[config.mk]
export PLATFORM = sky130hd
export DESIGN_NAME = uart_rx
export DESIGN_NICKNAME = d
export VERILOG_FILES = /design/src/rtl/uart_rx_pkg.sv /design/src/rtl/uart_rx_baud_rate_gen.sv /design/src/rtl/uart_rx.sv
export SDC_FILE = /design/constraint.sdc
export NUM_CORES = 1
export LEC_CHECK = 0
export CORE_UTILIZATION = 40
export CTS_CLUSTER_DIAMETER = 80
export DETAILED_ROUTE_END_ITERATION = 12
export PLACE_DENSITY_LB_ADDON = 0.12
export SLEW_MARGIN = 10
export SYNTH_ARGS = -nofsm -noshare
export SYNTH_HDL_FRONTEND = slang
export SYNTH_HIERARCHICAL = 1
export SYNTH_SLANG_ARGS = --single-unit
export TNS_END_PERCENT = 50
[constraint.sdc]
create_clock -name clk -period 2.22 [get_ports clk]
set_input_delay 0.444 -clock clk [delete_from_list [all_inputs] [get_ports clk]]
set_output_delay 0.444 -clock clk [all_outputs]
set_load 0.02 [all_outputs]
[src/rtl/uart_rx_pkg.sv]
// Shared UART definitions: data width, receiver FSM encodings and the baud divider computation.
package uart_rx_pkg;

  localparam int unsigned LEN_DATA = 8;

  typedef enum logic [1:0] {
    StIdle  = 2'b00,
    StStart = 2'b01,
    StData  = 2'b10,
    StStop  = 2'b11
  } rx_state_e;

  // Clocks per oversampling tick, floored; shared with the transmitter.
  function automatic int unsigned calc_div(input int unsigned clk_freq,
                                           input int unsigned baud_rate,
                                           input int unsigned num_ticks);
    return clk_freq / (baud_rate * num_ticks);
  endfunction

endpackage

[src/rtl/uart_rx_baud_rate_gen.sv]
// Free-running oversampling tick generator; never re-phased by frame activity.
module baud_rate_gen
  import uart_rx_pkg::*;
#(
  parameter int unsigned CLK_FREQ  = 100_000_000,
  parameter int unsigned BAUD_RATE = 9600,
  parameter int unsigned NUM_TICKS = 16
) (
  input  logic clk,
  input  logic reset,
  output logic tick
);

  localparam int unsigned Div  = calc_div(CLK_FREQ, BAUD_RATE, NUM_TICKS);
  localparam int unsigned CntW = (Div > 1) ? $clog2(Div) : 1;
  localparam logic [CntW-1:0] CntMax = CntW'(Div - 1);

  logic [CntW-1:0] cnt_q, cnt_d;

  assign tick = (cnt_q == CntMax);

  always_comb begin
    cnt_d = tick ? '0 : cnt_q + CntW'(1);
  end

  always_ff @(posedge clk) begin
    if (reset) begin
      cnt_q <= '0;
    end else begin
      cnt_q <= cnt_d;
    end
  end

endmodule

[src/rtl/uart_rx.sv]
// 8N1 serial receiver: input synchronizer, oversampled start/data/stop FSM, registered strobes.
module uart_rx
  import uart_rx_pkg::*;
#(
  parameter int unsigned NBITS     = LEN_DATA,
  parameter int unsigned NUM_TICKS = 16,
  parameter int unsigned BAUD_RATE = 9600,
  parameter int unsigned CLK_FREQ  = 100_000_000
) (
  input  logic             clk,
  input  logic             reset,
  input  logic             rx,
  output logic [NBITS-1:0] data_out,
  output logic             rx_done_tick,
  output logic             framing_error
);

  localparam int unsigned SW = $clog2(NUM_TICKS);
  localparam int unsigned NW = (NBITS > 1) ? $clog2(NBITS) : 1;
  localparam logic [SW-1:0] SHalf = SW'(NUM_TICKS / 2 - 1);
  localparam logic [SW-1:0] SLast = SW'(NUM_TICKS - 1);
  localparam logic [NW-1:0] NLast = NW'(NBITS - 1);

  logic             tick;
  logic             rx_meta_q, rx_s, rx_prev_q;
  rx_state_e        state_q, state_d;
  logic [SW-1:0]    s_q, s_d;
  logic [NW-1:0]    n_q, n_d;
  logic [NBITS-1:0] b_q, b_d;
  logic [NBITS-1:0] data_q, data_d;
  logic             done_q, done_d;
  logic             ferr_q, ferr_d;

  baud_rate_gen #(
    .CLK_FREQ (CLK_FREQ),
    .BAUD_RATE(BAUD_RATE),
    .NUM_TICKS(NUM_TICKS)
  ) u_baud_rate_gen (
    .clk  (clk),
    .reset(reset),
    .tick (tick)
  );

  // Synchronizer and edge-detect history idle high so reset never looks like a start edge.
  always_ff @(posedge clk) begin
    if (reset) begin
      rx_meta_q <= 1'b1;
      rx_s      <= 1'b1;
      rx_prev_q <= 1'b1;
    end else begin
      rx_meta_q <= rx;
      rx_s      <= rx_meta_q;
      rx_prev_q <= rx_s;
    end
  end

  always_ff @(posedge clk) begin
    if (reset) begin
      state_q <= StIdle;
      s_q     <= '0;
      n_q     <= '0;
      b_q     <= '0;
      data_q  <= '0;
      done_q  <= 1'b0;
      ferr_q  <= 1'b0;
    end else begin
      state_q <= state_d;
      s_q     <= s_d;
      n_q     <= n_d;
      b_q     <= b_d;
      data_q  <= data_d;
      done_q  <= done_d;
      ferr_q  <= ferr_d;
    end
  end

  always_comb begin
    state_d = state_q;
    s_d     = s_q;
    n_d     = n_q;
    b_d     = b_q;
    unique case (state_q)
      StIdle: begin
        if (rx_prev_q && !rx_s) begin
          state_d = StStart;
          s_d     = '0;
        end
      end
      StStart: begin
        if (tick) begin
          if (s_q == SHalf) begin
            if (!rx_s) begin
              state_d = StData;
              s_d     = '0;
              n_d     = '0;
            end else begin
              state_d = StIdle;
            end
          end else begin
            s_d = s_q + SW'(1);
          end
        end
      end
      StData: begin
        if (tick) begin
          if (s_q == SLast) begin
            b_d = {rx_s, b_q[NBITS-1:1]};
            s_d = '0;
            if (n_q == NLast) begin
              state_d = StStop;
            end else begin
              n_d = n_q + NW'(1);
            end
          end else begin
            s_d = s_q + SW'(1);
          end
        end
      end
      StStop: begin
        if (tick) begin
          if (s_q == SLast) begin
            state_d = StIdle;
          end else begin
            s_d = s_q + SW'(1);
          end
        end
      end
      default: state_d = StIdle;
    endcase
  end

  // Stop-bit sample decides between delivering the byte and flagging a framing error.
  always_comb begin
    data_d = data_q;
    done_d = 1'b0;
    ferr_d = 1'b0;
    if (state_q == StStop && tick && s_q == SLast) begin
      if (rx_s) begin
        data_d = b_q;
        done_d = 1'b1;
      end else begin
        ferr_d = 1'b1;
      end
    end
  end

  assign data_out      = data_q;
  assign rx_done_tick  = done_q;
  assign framing_error = ferr_q;

endmodule

==> metrics <==
commonest cells in the netlist=40 x dfxtp_1, 27 x nor2_1, 18 x mux2i_1; DRT Pass-1 Iters=4; CP max-delay cell=nor4b_1; Tcrit/Tclk final=90.0%; area of the multi-input gates=867 sq um; Detail Route Antenna Nets=0; fmax=500 MHz; worst-margin pin slew=0.453 ns; final hold vios=0; detailed router's first-iteration violation count=44; Gate Count Post-Synth=181; Post-synth EDFFs=0; syn nets=189; post-synthesis sequential area ratio=46.2%; number of port buffers=12; Worst path max stage delay=0.40 ns; ys async rst share=0%; Worst R2R Start=u_baud_rate_gen/cnt_q[4]; synth unique cells=44; crit path launch=u_baud_rate_gen/cnt_q[4]; Synth Area per Inst=9.57 sq um; post-DP HPWL=2120 microns; Final Skew=0.00799 ns; first-pass GRT wire length=5000 microns; VDD IR-drop max=352 uV; Design Power=0.00126 W; Clock Path Buffers=2; wire length per cell=11.9 microns; root buffer cell=clkbuf_8; nets=204; number of setup violations in the final report=0; Lkg Pwr=0.773 nW; antenna violations before repair=0; Area growth syn-to-layout=14.9%; vias=1275; max-cap violation count=0; Clock Latency Late Sink=0.29 ns; diode count=0; critical path type=reg2reg; predominant post-synthesis flop cell=dfxtp_1; Setup crit start kind=register; Worst Path Arrival=2.17 ns; vias in the first global route=1132; most frequent cell after synthesis=dfxtp_1; Worst Path Required=2.39 ns; TritonCTS Buffers=5; Sequential Area=801 sq um; Synth top area share=46.2%; worst hold path class=reg2reg; largest net degree at the start of global routing=18; grt ovf=0; Yosys Warn Count=6; drt drc=0; Die Area=0.00460 sq mm; Max H-tree Level=2; layout cells sized above 1=13.7%; num rows=23; routed vias/inst=5.16; post-layout min period=2.00 ns; RSZ-0062 raised after global routing=no; slew margin rel.=69.7%; final WL=2950 microns; Hold Buf Count CTS=0; Max Slew Vio Count=0; fillers=381; final core occ=48.7%; Die Y=67.8 microns; Global Route Usage Sum=14.6%; largest cells by area after synthesis=dfxtp_1 46%, mux2i_1 10%, nor2_1 5.8%; core area=0.00409 sq mm; Worst Hold Launch=rx_meta_q; clock edge transition at the registers on the reported setup and hold paths=0.08 ns; Sum Neg Setup Slack=0 ns; Post-Syn Area=0.00173 sq mm; Die Width=67.8 microns; gpl congestion=0.751; #FFs+latches synth=40; outcome=completed; crit end category=register; clk sinks=40; Ports=13; largest area contributor in the netlist=dfxtp_1; Initial Utilization=42.4%; hold_ws=0.409 ns; worst-path maximum fanout=5; CTS tree=done; critical path's most frequent cell=o21ai_0; power per standard cell area=632 mW/mm^2; CP Cell Sequence=nor4b_1, and4_1, buf_4, o21ai_0, a21boi_1, nor2_1, o21ai_0
power breakdown:
part	internal (W)	switching, W
Clock	0.000248	0.000243
Combinational	0.0000161	0.0000200
Sequential	0.000725	0.00000854
per-layer routing:
| metal | GRT usage, % | vias up | wire length (microns) | part of all wire [%] |
|---|---|---|---|---|
| li1 | - | 660 | - | - |
| met1 | 17.6 | 588 | 1450 | 49 |
| met2 | 23.6 | 21 | 1340 | 45 |
| met3 | 5.50 | 6 | 126 | 4.3 |
| met4 | 5.47 | 0 | 42 | 1.4 |
| met5 | 0 | - | 0 | 0 |
path summary, 6_finish.rpt:
check / slack, ns / end / cells after the start
setup reg to reg: 0.22 / s_q[3] / 7
hold / removal: 0.41 / rx_s / 1
setup / recovery: 0.22 / s_q[3] / 7
hold reg to reg: 0.41 / rx_s / 1
worst max-delay path: cells and delay by family (launching register included):
| family | cells | cell delay (ns) |
|---|---|---|
| simple gates | 3 | 0.95 |
| flops | 1 | 0.36 |
| buf+inv | 1 | 0.15 |
| compound gates | 3 | 0.42 |
final cells by class:
cell class / count / share of cell area [%]
clock buffers: 6 / 4.15
clock inverters: 2 / 0.503
inverters: 5 / 0.942
multi-input cells: 128 / 43.5
flip-flops and latches: 40 / 40.2
well taps: 50 / 3.14
repair buffers: 16 / 7.54
cell usage in the layout, fill, tap and decap left out, types with 2 or more instances in the layout:
master / synthesis / routed
a21oi_1: 7 / 7
buf_4: 1 / 4
clkbuf_8: 0 / 6
clkdlybuf4s50_1: 0 / 12
clkinv_2: 0 / 2
dfxtp_1: 40 / 40
ha_1: 5 / 5
inv_1: 5 / 5
mux2_2: 2 / 2
mux2i_1: 18 / 18
nand2_1: 7 / 7
nand2b_1: 5 / 5
nand3_1: 6 / 6
nand3_2: 2 / 2
nor2_1: 27 / 27
nor2b_1: 3 / 3
nor3_1: 4 / 4
o21ai_0: 9 / 9
or2_2: 3 / 3
or3_1: 5 / 4
xnor2_1: 3 / 3
sequential cells by signal (all words and copies together) (netlist names), named ones only:
register	flops
s_q	4
rx_meta_q	1
framing_error	1
rx_done_tick	1
b_q	8
rx_prev_q	1
u_baud_rate_gen/cnt_q	10
data_out	8
state_q	1
n_q	3
rx_s	1
cell families (layout without fill, tap and decap cells):
logic type,count (synthesis),count (layout),synth area share (%)
flip-flops,40,40,46.2
buffers and inverters,13,29,4.04
XOR/XNOR,4,4,2.02
AO/OA/AOI/OAI,26,26,9.60
multiplexers,20,20,11.7
adder cells (fa/ha/maj),5,5,3.61
AND/OR/NAND/NOR,73,73,22.8
what timing repair did:
action,4_1_cts,5_1_grt
setup buffers,0,0
resized for setup,0,1
setup endpoints to repair,0,8
per-stage QoR:
step	std cells	setup slack (ns)	instance area (sq um)
final	247	0.222	1990
after global routing	247	0.0658	1990
after CTS	247	0.0558	1990
after detailed placement	239	0.0841	1890
after global placement	239	0.154	1890
after floorplan	181	0.298	1730
No activity file was read; power rests on OpenSTA's default activity.
